[src/rtl/keycode_event_tracker.sv]
// Debounces the MicroBlaze keycode GPIO words, diffs committed snapshots into
// press/release events, adds frame-locked typematic repeats and queues them in a FIFO.
module keycode_event_tracker #(
    parameter int NUM_SLOTS     = 8,
    parameter int FIFO_DEPTH    = 16,
    parameter int STABLE_CYCLES = 4,
    parameter int REPEAT_DELAY  = 30,
    parameter int REPEAT_RATE   = 6
) (
    input  logic        clk,
    input  logic        reset,
    input  logic [31:0] keycode0_gpio,
    input  logic [31:0] keycode1_gpio,
    input  logic        frame_clk,
    output logic        evt_valid,
    input  logic        evt_ready,
    output logic [7:0]  evt_code,
    output logic [1:0]  evt_type,
    output logic        overflow,
    input  logic        overflow_clr,
    output logic [3:0]  key_count,
    output logic        any_key
);
    localparam int SW  = NUM_SLOTS * 8;
    localparam int SIW = (NUM_SLOTS > 1) ? $clog2(NUM_SLOTS) : 1;
    localparam int CW  = $clog2(STABLE_CYCLES + 1);
    localparam int RW  = $clog2(REPEAT_DELAY + 1);
    localparam int AW  = $clog2(FIFO_DEPTH);
    localparam logic [1:0] EVT_PRESS = 2'b01;
    localparam logic [1:0] EVT_REL   = 2'b10;
    localparam logic [1:0] EVT_RPT   = 2'b11;

    typedef enum logic [1:0] {IDLE, SCAN_REL, SCAN_PRESS} state_t;

    function automatic logic [7:0] slot_of(input logic [SW-1:0] s, input int i);
        return s[i*8 +: 8];
    endfunction

    function automatic logic has_err(input logic [SW-1:0] s);
        logic e = 1'b0;
        for (int i = 0; i < NUM_SLOTS; i++) if (s[i*8 +: 8] == 8'h01) e = 1'b1;
        return e;
    endfunction

    function automatic logic in_set(input logic [SW-1:0] s, input logic [7:0] code);
        logic f = 1'b0;
        for (int i = 0; i < NUM_SLOTS; i++) if (s[i*8 +: 8] == code) f = 1'b1;
        return f;
    endfunction

    function automatic logic dup_below(input logic [SW-1:0] s, input int idx, input logic [7:0] code);
        logic f = 1'b0;
        for (int i = 0; i < NUM_SLOTS; i++) if (i < idx && s[i*8 +: 8] == code) f = 1'b1;
        return f;
    endfunction

    function automatic logic [3:0] count_keys(input logic [SW-1:0] s);
        logic [3:0] n = 4'd0;
        for (int i = 0; i < NUM_SLOTS; i++)
            if (s[i*8 +: 8] != 8'h00 && !dup_below(s, i, s[i*8 +: 8])) n = n + 4'd1;
        return n;
    endfunction

    logic [63:0]    gpio_all;
    logic [SW-1:0]  raw, raw_p0, cand_p1, old_snap, new_snap;
    logic           raw_err, cand_vld;
    logic [CW-1:0]  stb_cnt;
    state_t         state;
    logic [SIW-1:0] idx;
    logic [7:0]     cur_old, cur_new;
    logic           rel_hit, prs_hit, scan_push, last_slot;

    assign gpio_all  = {keycode1_gpio, keycode0_gpio};
    assign raw       = gpio_all[SW-1:0];
    assign raw_err   = has_err(raw);
    assign cur_old   = slot_of(old_snap, int'(idx));
    assign cur_new   = slot_of(new_snap, int'(idx));
    assign last_slot = (idx == SIW'(NUM_SLOTS - 1));
    // Duplicates inside one snapshot report only from their lowest slot.
    assign rel_hit   = (state == SCAN_REL) && cur_old != 8'h00 && !in_set(new_snap, cur_old)
                       && !dup_below(old_snap, int'(idx), cur_old);
    assign prs_hit   = (state == SCAN_PRESS) && cur_new != 8'h00 && !in_set(old_snap, cur_new)
                       && !dup_below(new_snap, int'(idx), cur_new);
    assign scan_push = rel_hit | prs_hit;

    // Stage p0/p1: stability filter, candidate latch and diff FSM
    always_ff @(posedge clk or posedge reset) begin
        if (reset) begin
            raw_p0    <= '0;
            stb_cnt   <= '0;
            cand_p1   <= '0;
            cand_vld  <= 1'b0;
            state     <= IDLE;
            idx       <= '0;
            old_snap  <= '0;
            new_snap  <= '0;
            key_count <= 4'd0;
            any_key   <= 1'b0;
        end else begin
            raw_p0 <= raw;
            if (raw_err || raw != raw_p0)
                stb_cnt <= '0;
            else if (stb_cnt != CW'(STABLE_CYCLES))
                stb_cnt <= stb_cnt + 1'b1;
            case (state)
                IDLE: begin
                    if (cand_vld) begin
                        cand_vld <= 1'b0;
                        if (cand_p1 != old_snap) begin
                            new_snap <= cand_p1;
                            idx      <= '0;
                            state    <= SCAN_REL;
                        end
                    end
                end
                SCAN_REL: begin
                    idx <= last_slot ? '0 : idx + 1'b1;
                    if (last_slot) state <= SCAN_PRESS;
                end
                default: begin
                    idx <= last_slot ? '0 : idx + 1'b1;
                    if (last_slot) begin
                        old_snap <= new_snap;
                        state    <= IDLE;
                    end
                end
            endcase
            // A fresh candidate overrides any consumption in the same cycle.
            if (!raw_err && raw == raw_p0 && stb_cnt == CW'(STABLE_CYCLES - 1)) begin
                cand_p1  <= raw_p0;
                cand_vld <= 1'b1;
            end
            key_count <= count_keys(old_snap);
            any_key   <= (count_keys(old_snap) != 4'd0);
        end
    end

    logic          fs_p0, fs_p1, fs_p2, frame_tick;
    logic [7:0]    rpt_code, rpt_pend_code;
    logic          rpt_vld, rpt_pend, rpt_kill, rpt_due, pend_drop;
    logic [RW-1:0] rpt_cnt;
    logic          push_vld;
    logic [7:0]    push_code;
    logic [1:0]    push_type;

    assign frame_tick = fs_p1 & ~fs_p2;
    assign rpt_kill   = rel_hit && rpt_vld && cur_old == rpt_code;
    assign rpt_due    = frame_tick && rpt_vld && !rpt_kill && !prs_hit
                        && rpt_cnt == RW'(REPEAT_DELAY - 1);

    always_comb begin
        push_vld  = 1'b0;
        push_code = 8'h00;
        push_type = 2'b00;
        pend_drop = 1'b0;
        if (scan_push) begin
            push_vld  = 1'b1;
            push_code = rel_hit ? cur_old : cur_new;
            push_type = rel_hit ? EVT_REL : EVT_PRESS;
            pend_drop = rpt_due && rpt_pend;
        end else if (rpt_pend) begin
            push_vld  = 1'b1;
            push_code = rpt_pend_code;
            push_type = EVT_RPT;
        end else if (rpt_due) begin
            push_vld  = 1'b1;
            push_code = rpt_code;
            push_type = EVT_RPT;
        end
    end

    // Stage p0..p2: frame synchroniser, repeat timer and pending repeat slot
    always_ff @(posedge clk or posedge reset) begin
        if (reset) begin
            fs_p0         <= 1'b0;
            fs_p1         <= 1'b0;
            fs_p2         <= 1'b0;
            rpt_code      <= 8'h00;
            rpt_vld       <= 1'b0;
            rpt_cnt       <= '0;
            rpt_pend      <= 1'b0;
            rpt_pend_code <= 8'h00;
        end else begin
            fs_p0 <= frame_clk;
            fs_p1 <= fs_p0;
            fs_p2 <= fs_p1;
            if (prs_hit) begin
                rpt_code <= cur_new;
                rpt_vld  <= 1'b1;
                rpt_cnt  <= '0;
            end else if (rpt_kill) begin
                rpt_vld <= 1'b0;
            end else if (frame_tick && rpt_vld) begin
                rpt_cnt <= rpt_due ? RW'(REPEAT_DELAY - REPEAT_RATE) : rpt_cnt + 1'b1;
            end
            if (scan_push) begin
                if (rpt_due && !rpt_pend) begin
                    rpt_pend      <= 1'b1;
                    rpt_pend_code <= rpt_code;
                end
            end else if (rpt_pend) begin
                rpt_pend <= rpt_due;
                if (rpt_due) rpt_pend_code <= rpt_code;
            end
        end
    end

    logic [9:0]    mem [FIFO_DEPTH];
    logic [AW-1:0] wr_ptr, rd_ptr, rd_next;
    logic [AW:0]   count, after_pop, cnt_next;
    logic          pop, push_ok, push_drop;
    logic [9:0]    head_next;

    assign pop       = evt_valid & evt_ready;
    assign push_ok   = push_vld && (count != (AW+1)'(FIFO_DEPTH) || pop);
    assign push_drop = push_vld && !push_ok;
    assign after_pop = count - {{AW{1'b0}}, pop};
    assign cnt_next  = after_pop + {{AW{1'b0}}, push_ok};
    assign rd_next   = pop ? rd_ptr + 1'b1 : rd_ptr;

    // Write-through when the pushed entry becomes the head immediately.
    always_comb begin
        head_next = 10'd0;
        if (cnt_next == '0)
            head_next = 10'd0;
        else if (after_pop == '0)
            head_next = {push_type, push_code};
        else
            head_next = mem[rd_next];
    end

    always_ff @(posedge clk) begin
        if (push_ok) mem[wr_ptr] <= {push_type, push_code};
    end

    // Stage p2: FIFO pointers, registered head and sticky overflow
    always_ff @(posedge clk or posedge reset) begin
        if (reset) begin
            wr_ptr    <= '0;
            rd_ptr    <= '0;
            count     <= '0;
            evt_valid <= 1'b0;
            evt_code  <= 8'h00;
            evt_type  <= 2'b00;
            overflow  <= 1'b0;
        end else begin
            if (push_ok) wr_ptr <= wr_ptr + 1'b1;
            rd_ptr    <= rd_next;
            count     <= cnt_next;
            evt_valid <= (cnt_next != '0);
            {evt_type, evt_code} <= head_next;
            if (push_drop || pend_drop)
                overflow <= 1'b1;
            else if (overflow_clr)
                overflow <= 1'b0;
        end
    end
endmodule

[config.mk]
export PLATFORM = sky130hd
export DESIGN_NAME = keycode_event_tracker
export DESIGN_NICKNAME = d
export VERILOG_FILES = /design/src/rtl/keycode_event_tracker.sv
export SDC_FILE = /design/constraint.sdc
export NUM_CORES = 1
export LEC_CHECK = 0
export CAP_MARGIN = 20
export CELL_PAD_IN_SITES_DETAIL_PLACEMENT = 0
export CELL_PAD_IN_SITES_GLOBAL_PLACEMENT = 1
export CORE_MARGIN = 2
export CORE_UTILIZATION = 50
export DETAILED_ROUTE_END_ITERATION = 10
export PLACE_DENSITY_LB_ADDON = 0.1
export SYNTH_ARGS = -nofsm -noshare
export SYNTH_HDL_FRONTEND = slang
export SYNTH_SLANG_ARGS = --single-unit
[constraint.sdc]
create_clock -name clk -period 13.02 [get_ports clk]
set_input_delay 2.604 -clock clk [delete_from_list [all_inputs] [get_ports clk]]
set_output_delay 2.604 -clock clk [all_outputs]
set_load 0.1 [all_outputs]
Word level (Yosys, flattened, before mapping)
Memory sizes are Yosys's and may differ from the RTL's.
Index checks and enable logic that the tools add are counted.
Word-level totals
  register bits: 321
  bits in writable memories: 160
  bits of input ports: 69
  output and inout port bits: 17
  logic and storage cells: 343
  memories kept: 1
Memories
  mem: words 16, bits a word 10, rd ports 1, clocked after memory_dff 0, write ports 1, RTL line 208  | logic [9:0] mem [FIFO_DEPTH];
Operators by class
  add/subtract/negate cells: 14
  order comparisons: 7
  equality and inequality tests: 82
  shifts and indexed selects: 2
  mux-type cells: 119
  bitwise operators: 5
  reductions and logical operators: 88
Operator list (count)
  8-bit == test: 59
  64-bit inequality test: 2
  64-bit by 7-bit indexed part select with 8-bit output: 2
  1-bit 2-to-1 mux: 82
  8-bit nonzero test: 10
  64-bit == test: 1
  8-bit by 1-bit == test with 1-bit output, second input constant: 8
  8-bit 2-to-1 mux: 8
  1-bit logical AND: 39
  4-bit by 1-bit adder with 4-bit output, second input constant: 9
  4-bit 2-to-1 mux: 8
  10-bit 2-to-1 mux: 2
  5-bit 2-to-1 mux: 4
  3-bit 2-to-1 mux: 6
  1-bit zero test: 16
  2-bit 2-to-1 mux: 8
  2-bit nonzero test: 8
  5-bit zero test: 2
  3-bit < comparator, first input constant: 3
  2-bit inequality test, second input constant: 4
  3-bit by 1-bit adder with 3-bit output, second input constant: 2
  1-bit by 3-bit < comparator with 1-bit output, first input constant: 2
  2-bit by 3-bit < comparator with 1-bit output, first input constant: 2
  2-bit AND reduction: 3
  22 further kinds: 27

Depth between registers and ports, before layout
Gate-level depths: netlist of run 1.
  depth after elaboration: 27
  depth in mapped cells: 27
  mapped depth without buffers: 23

Least setup slack after synthesis of run 1
No wires, ideal clock.
  path type: input -> register
  from: in evt_ready
  to: reg evt_code[4]
  library setup time: 0.126 ns
  arrival time: 5.244 ns
  data required time: 12.894 ns
  slack: 7.650 ns
  stages on the path: 10
  path buffers: 3
  cell sequence: and2_1 -> clkbuf_1 -> xnor2_1 -> clkbuf_1 -> clkbuf_1 -> mux4_2 -> mux2i_1 -> nand2_1 -> nand3_1 -> o31ai_1
Between the ends
  cells in the longest elaborated chain, start to end: 6
  elaborated cells between the ends (all ways): 11
RTL lines
  start, declared: RTL line 16  | input logic evt_ready,
  1-bit AND (*): RTL line 214  | assign pop = evt_valid & evt_ready;
  branches (longest 4 deep; another with 5-bit by 1-bit subtractor with 5-bit output)
  10-bit 2-to-1 mux (*): RTL line 224  | if (cnt_next == '0)
  via head_next[4]: RTL line 212  | logic [9:0] head_next;
  end signal, assigned: RTL line 251  | {evt_type, evt_code} <= head_next;
  end, declared: RTL line 17  | output logic [7:0] evt_code,
Mark *: on every way through the listed nets, which the timed path passes.
A chain may end at the register's enable or synchronous reset.

Final worst setup path of run 1
  from: reg idx[0]
  to: reg evt_code[5]
Between the ends
  cells in the longest elaborated chain, start to end: 26
  elaborated cells between the ends (all ways): 116
RTL lines
  start, declared: RTL line 69  | logic [SIW-1:0] idx;
  start signal, assigned: RTL line 117  | idx <= last_slot ? '0 : idx + 1'b1;
  start signal, assigned: RTL line 121  | idx <= last_slot ? '0 : idx + 1'b1;
  64-bit by 7-bit indexed part select with 8-bit output: RTL line 36  | return s[i*8 +: 8];
  8-bit == test: RTL line 47  | for (int i = 0; i < NUM_SLOTS; i++) if (s[i*8 +: 8] == code) f = 1'b1;
  1-bit 2-to-1 mux (8 in series): RTL line 47
  1-bit zero test: RTL line 80  | assign rel_hit = (state == SCAN_REL) && cur_old != 8'h00 && !in_set(new_snap, cur_old)
  1-bit logical AND: RTL line 80
  1-bit logical AND: RTL line 81  | && !dup_below(old_snap, int'(idx), cur_old);
  1-bit logical AND (2 in series): RTL line 147  | assign rpt_kill = rel_hit && rpt_vld && cur_old == rpt_code;
  1-bit zero test: RTL line 148  | assign rpt_due = frame_tick && rpt_vld && !rpt_kill && !prs_hit
  [... 4 more ...]
  1-bit 2-to-1 mux: RTL line 161  | end else if (rpt_pend) begin
  1-bit 2-to-1 mux (*): RTL line 156  | if (scan_push) begin
  1-bit logical AND (*): RTL line 215  | assign push_ok = push_vld && (count != (AW+1)'(FIFO_DEPTH) || pop);
  5-bit by 1-bit adder with 5-bit output (*): RTL line 218  | assign cnt_next = after_pop + {{AW{1'b0}}, push_ok};
  via cnt_next[1]: RTL line 210  | logic [AW:0] count, after_pop, cnt_next;
  5-bit zero test (*): RTL line 224
  10-bit 2-to-1 mux (*): RTL line 224
  via head_next[5]: RTL line 212
The timed path passes the listed nets; every way through them passes the cells marked *.

==> results by group, run 1 <==
Worst setup path
  – Crit start category: flop
  – Slowest-stage cell, CP: a222oi_1
  – Worst-path cell chain: buf_4, mux2_2, a222oi_1, nand2_1, xor2_1, nor3_1, nand4_1, nand4_1, or4_1, a31oi_1, buf_4, ha_1, ha_1, or4_1, nor2_1, inv_1, nand2_1, inv_1, a22o_1
  – CP Capture Type: flop
  – CP Data Arrival Time: 7.94 ns
  – Slowest stage delay, CP: 0.95 ns
  – Critical path class: flop to flop
  – Reg2reg setup slack: 5.57 ns
  – Worst EP required: 13.50 ns
  – Critical path fanouts, max: 47

Detailed routing
  – Initial DRC count: 2039
  – Final Routed Wirelength: 92.7 mm
  – Routed vias: 18900
  – Initial DRT Pass Iterations: 7
  – DR WL/cell: 30.4 µm
  – Vias/cell: 6.19
  – Antenna Nets Post-Route: 0
  – DRC errors left: 0

Timing
  – Setup_tns: 0 ns
  – RSZ-0062 raised after global routing: no
  – Final setup viols: 0
  – Final period utilization: 57.2%
  – Final setup margin: 5.57 ns
  – Final Hold Viols: 0
  – Fin crit period: 7.45 ns
  – Final Hold Slack: 0.348 ns
  – Fmax: 134 MHz
  – Worst-Margin Slew: 1.09 ns
  – Rel. slew slack: 27.5%
  – Final Skew: 0.0260 ns
  – Fin. max-slew vios: 0

Synth
  – Commonest cells in the netlist: xnor2_1, dfrtp_1, xor2_1
  – Synthesized instance count: 2246
  – Yosys reg bits: 481
  – Synth top area cells: dfrtp_1, edfxtp_1, xnor2_1
  – Synthesized area per cell: 12.1 µm²
  – Async S/R FF share, synth: 66.7%
  – Post-Syn Nets: 2338
  – Count leader, synth: xnor2_1
  – Unique masters post-synth: 72
  – Number of flops mapped to enable cells by yosys: 160
  – Top cell type's share of synthesized area: 29.5%
  – YS warnings: 0
  – Netlist Area Pre-Place: 27200 µm²
  – Top FF cell, synth: dfrtp_1
  – Post-synth top area cell: dfrtp_1
  – Seq/Total Area, Yosys: 47.2%

Clock tree
  – Post-CTS setup buffers: 0
  – Total CTS buffers: 50
  – Clock buffer depth: 3
  – H-tree levels: 2
  – Post-CTS resize count: 0
  – Clk root buf: clkbuf_16
  – Clock transition at path regs: 0.06 ns
  – CTS Sinks: 481
  – Clock Latency Late Sink: 0.60 ns
  – TritonCTS clock tree: yes
  – Hold-fix buffers, CTS: 0

Final layout
  – Utilization after layout: 56.7%
  – P&R area growth vs syn: 12.3%
  – Antenna diode count: 0
  – Layout cells sized above 1: 19.7%
  – Final nets: 2406

Pwr
  – Design Power: 3580 µW
  – Leakage: 0.0137 µW
  – Pwr/cell area: 117 nW/µm²
  – VDD IR max: 147 µV

Floorplan
  – Die X: 237 µm
  – Core ar.: 53800 µm²
  – Area of the die: 56300 µm²
  – Initial core utilization: 50.5%
  – Die height: 237 µm
  – Top Ports: 86
  – # rows: 85

GRT
  – GRT overflow: 0
  – Vias in the first global route: 18900
  – Overall routing resource usage: 33.0%
  – First-pass GRT wire length: 135 mm
  – Largest net degree at the start of global routing: 99
  – Initial antenna violation count: 0

Placed design
  – Gpl congestion: 0.995
  – IO Port Bufs: 85
  – Post-DP HPWL: 64.7 mm
  – Post-Place Setup Slack: 5.66 ns

Status
  – Status: completed

Flow run
  – Max Cap Viol: 0

Worst hold path
  – Hold WC Path Type: flop to flop
layout by cell type, fill, tap and decap left out, types with 7 or more instances in the layout:
cell,n
xnor2_1,343
dfrtp_1,320
xor2_1,263
mux2_2,215
edfxtp_1,160
nor4_1,95
nand2_1,94
buf_4,87
clkdlybuf4s50_1,85
nand4_1,78
mux4_2,53
clkbuf_16,50
nor2_1,46
mux2i_1,44
nand3_1,43
inv_1,35
o21ai_0,35
a21oi_1,31
and3_1,25
ha_1,23
nor3_1,18
clkbuf_1,14
a22o_1,13
a31oi_1,12
or4_1,11
clkinv_2,11
a22oi_1,9
o22ai_1,8
nor4b_1,8
nor2b_1,7
a21o_1,7
clkbuf_8,7
per-layer routing:
layer | GRT usage [%] | wire [µm] | part of all wire, %
met1 | 45.1 | 38900 | 42
met2 | 53.4 | 43600 | 47
met3 | 5.33 | 6540 | 7.1
met4 | 11.8 | 3700 | 4.0
met5 | 0 | 0 | 0
power breakdown:
part | internal (µW) | switching [µW]
Sequential | 1590 | 30.9
Combinational | 188 | 329
Clock | 836 | 603
Total | 2620 | 962
critical path, delay by kind of cell, from the launching register on:
kind / cells / cell delay [ns]
buffers and inverters: 4 / 1.19
flip-flops: 1 / 0.51
adder cells (fa/ha/maj): 2 / 0.46
AO/OA/AOI/OAI: 3 / 1.43
AND/OR/NAND/NOR: 8 / 2.99
XOR/XNOR: 1 / 0.33
multiplexers: 1 / 0.41
final timing paths:
check / start / end / depth (start not counted)
min: fs_p0 / fs_p1 / 0
max reg2reg: idx[0] / evt_code[5] / 19
max: idx[0] / evt_code[5] / 19
min in group asynchronous: reset / old_snap[26] / 2
min reg2reg: fs_p0 / fs_p1 / 0
max in group asynchronous: reset / raw_p0[0] / 4
per-stage QoR:
step / instances / cell area [µm²]
finish: 3052 / 30500
global route: 3052 / 30500
CTS: 3049 / 30500
detailed placement: 2955 / 28800
global placement: 2955 / 28800
floorplan: 2246 / 27200
flip-flops by register name, indices dropped and copies added (netlist names), 5 cells and up:
register	cells
mem	160
cand_p1	64
new_snap	64
old_snap	64
raw_p0	64
evt_code	8
rpt_code	8
rpt_pend_code	8
count	5
rpt_cnt	5
cells by family after synthesis:
logic type               after synthesis  synth area share, %
AO/OA/AOI/OAI                        149                 3.69
AND/OR/NAND/NOR                      474                 9.78
multiplexers                         317                 15.2
buffers and inverters                194                 3.46
flip-flops                           481                 47.2
XOR/XNOR                             608                 19.6
adder cells (fa/ha/maj)               23                 1.06
final cells by class:
| cell class | count | area [µm²] |
|---|---|---|
| Inverter | 37 | 146 |
| Clock inverter | 23 | 265 |
| Fill cell | 4538 | 23300 |
| Sequential cell | 481 | 12800 |
| Multi-Input combinational cell | 1571 | 13500 |
| Clock buffer | 71 | 1400 |
| Timing Repair Buffer | 173 | 1530 |
| Tap cell | 696 | 871 |
No activity file was read; power rests on OpenSTA's default activity.
==> run 2, diff against run 1 <==
==> constraint.sdc (replaced) <==
create_clock -name clk -period 7.8 [get_ports clk]
set_input_delay 1.56 -clock clk [delete_from_list [all_inputs] [get_ports clk]]
set_output_delay 1.56 -clock clk [all_outputs]
set_load 0.1 [all_outputs]
==> results by group, run 2 (synthesized netlist as in run 1, its figures left out) <==
Worst hold path
  – Worst hold start: fs_p0 (unchanged)
  – Hold WC Path Type: flop to flop (unchanged)
  – Count of cells along the worst hold path: 0 (unchanged)
  – Hold EP: fs_p1 (unchanged)

Final layout
  – Most common cell after layout, fill and taps aside: xnor2_1 (unchanged)
  – P&R area growth vs syn: 12.4% (was 12.3%)
  – Antenna diode count: 0 (unchanged)
  – Max reg flops: 160 (unchanged)
  – Fill count: 4486 (was 4538)
  – Final nets: 2418 (was 2406)
  – FF/Latch Area: 12800 µm² (unchanged)
  – Layout cells sized above 1: 19.7% (about the same)
  – Biggest register: mem (unchanged)
  – Commonest cells after routing, fill and taps aside: xnor2_1, dfrtp_1, xor2_1 (unchanged)
  – Multi-input gate area: 13500 µm² (unchanged)
  – Final non-filler cell total: 3062 (was 3052)

Status
  – Status: completed (unchanged)

Placed design
  – Post-Place Setup Slack: 1.09 ns (was 5.66 ns)
  – Inst Count DP: 2968 (was 2955)
  – Post-DP HPWL: 64.8 mm (was 64.7 mm)
  – IO Port Bufs: 85 (unchanged)
  – Gpl congestion: 1.02 (was 0.995)

Floorplan
  – Die height: 237 µm (unchanged)
  – Core ar.: 53800 µm² (unchanged)
  – Die X: 237 µm (unchanged)
  – Initial core utilization: 50.5% (unchanged)
  – Area of the die: 56300 µm² (unchanged)
  – Top Ports: 86 (unchanged)
  – # rows: 85 (unchanged)

Pwr
  – Leakage: 0.0137 µW (about the same)
  – Sw Ratio: 26.7% (was 26.9%)
  – Switching component of the power: 1580 µW (was 962 µW)
  – Logic gate share of total power: 14.6% (was 14.5%)
  – Clock share of power: 39.6% (was 40.2%)
  – Design Power: 5910 µW (was 3580 µW)
  – Reg power frac: 45.8% (was 45.3%)
  – Pwr/cell area: 193 nW/µm² (was 117 nW/µm²)
  – Int Power: 4330 µW (was 2620 µW)
  – VDD IR max: 298 µV (was 147 µV)

GRT
  – Initial antenna violation count: 1 (was 0)
  – Overall routing resource usage: 32.8% (was 33.0%)
  – Vias in the first global route: 19000 (was 18900)
  – First-pass GRT wire length: 134 mm (was 135 mm)
  – Largest net degree at the start of global routing: 150 (was 99)
  – GRT overflow: 0 (unchanged)

Timing
  – Final Hold Slack: 0.373 ns (was 0.348 ns)
  – Final period utilization: 87.1% (was 57.2%)
  – Rel. slew slack: 26.2% (was 27.5%)
  – Setup_tns: 0 ns (unchanged)
  – Worst-Margin Slew: 1.11 ns (was 1.09 ns)
  – Final Hold Viols: 0 (unchanged)
  – RSZ-0062 raised after global routing: no (unchanged)
  – Final Skew: 0.0227 ns (was 0.0260 ns)
  – Final setup viols: 0 (unchanged)
  – Fin. max-slew vios: 0 (unchanged)
  – Fmax: 147 MHz (was 134 MHz)
  – Final setup margin: 1.01 ns (was 5.57 ns)
  – Fin crit period: 6.79 ns (was 7.45 ns)

Worst setup path
  – Worst r2r src: idx[0] (unchanged)
  – Worst EP required: 8.26 ns (was 13.50 ns)
  – CP Data Arrival Time: 7.26 ns (was 7.94 ns)
  – CP Capture Type: flop (unchanged)
  – Critical path fanouts, max: 31 (was 47)
  – Reg2reg setup slack: 1.01 ns (was 5.57 ns)
  – Critical R2R Capture: evt_code[2] (was evt_code[5])
  – Critical path class: flop to flop (unchanged)
  – Reg2reg path depth: 19 (unchanged)
  – Crit start category: flop (unchanged)

Clock tree
  – H-tree levels: 2 (unchanged)
  – Clock Latency Late Sink: 0.60 ns (about the same)
  – TritonCTS clock tree: yes (unchanged)
  – Clock transition at path regs: 0.06 ns (about the same)
  – Clk root buf: clkbuf_16 (unchanged)
  – Post-CTS setup buffers: 0 (unchanged)
  – Hold-fix buffers, CTS: 0 (unchanged)
  – Total CTS buffers: 49 (was 50)
  – CTS Sinks: 481 (unchanged)
  – Post-CTS resize count: 0 (unchanged)
  – Clock buffer depth: 3 (unchanged)

Detailed routing
  – DR WL/cell: 30.0 µm (was 30.4 µm)
  – Antenna Nets Post-Route: 0 (unchanged)
  – Vias/cell: 6.18 (was 6.19)
  – DRC errors left: 0 (unchanged)
  – Routed vias: 18900 (about the same)
  – Initial DRC count: 1768 (was 2039)
  – Initial DRT Pass Iterations: 8 (was 7)
  – Final Routed Wirelength: 91.8 mm (was 92.7 mm)

Flow run
  – Max Cap Viol: 0 (unchanged)
run 2: worst max-delay path by stage:
stage	startpoint	cells after the start	slack, ns	endpoint
detailed placement	idx[0]	18	1.09	evt_code[5]
CTS	idx[0]	18	1.07	evt_code[5]
finish	idx[0]	19	1.01	evt_code[2]
floorplan	reset	1	1.96	any_key
global placement	idx[0]	20	1.28	evt_code[5]
global route	idx[0]	20	0.64	evt_code[2]
run 2: layout make-up:
type	instances	area share (%)
Multi-Input combinational cell	1571	44.1
Tap cell	696	2.85
Inverter	37	0.466
Sequential cell	481	42.0
Clock buffer	69	4.49
Clock inverter	22	0.749
Timing Repair Buffer	186	5.37
run 2: through the flow:
stage / instance area [µm²] / util, %
global placement: 28900 / 53.8
detailed placement: 28900 / 53.8
floorplan: 27200 / -
finish: 30600 / 56.8
global route: 30600 / 56.8
CTS: 30600 / 56.8
run 2: worst max-delay path, cell delays in order (launching register included):
cell	delay (ns)
dfrtp_2	0.82
buf_4	0.58
mux2_2	0.40
a222oi_1	0.56
o31ai_4	0.28
buf_8	0.24
xor2_1	0.14
nor4_1	0.07
nor4_1	0.64
nand4_4	0.45
a31oi_1	0.29
buf_4	0.25
ha_1	0.21
ha_1	0.25
or4_1	0.53
nor2_1	0.34
inv_1	0.12
nand2_1	0.10
inv_1	0.14
a22o_1	0.24
run 2: layer usage:
metal / share of wire [%] / global-route usage [%] / wire (µm)
met5: 0 / 0 / 0
met2: 47 / 52.4 / 42800
met1: 41 / 43.1 / 37600
met4: 5.0 / 15.1 / 4570
met3: 7.5 / 6.99 / 6920
run 2: power groups by stage:
| stage | Combinational, µW | Sequential (µW) | Clock [µW] |
|---|---|---|---|
| 6_report | 861 | 2710 | 2340 |
| 5_1_grt | 936 | 2710 | 2490 |
| 4_1_cts | 878 | 2710 | 2380 |
| 3_5_place_dp | 877 | 2760 | 0 |
| 3_3_place_gp | 871 | 2750 | 0 |
| 2_1_floorplan | 502 | 2840 | 0 |
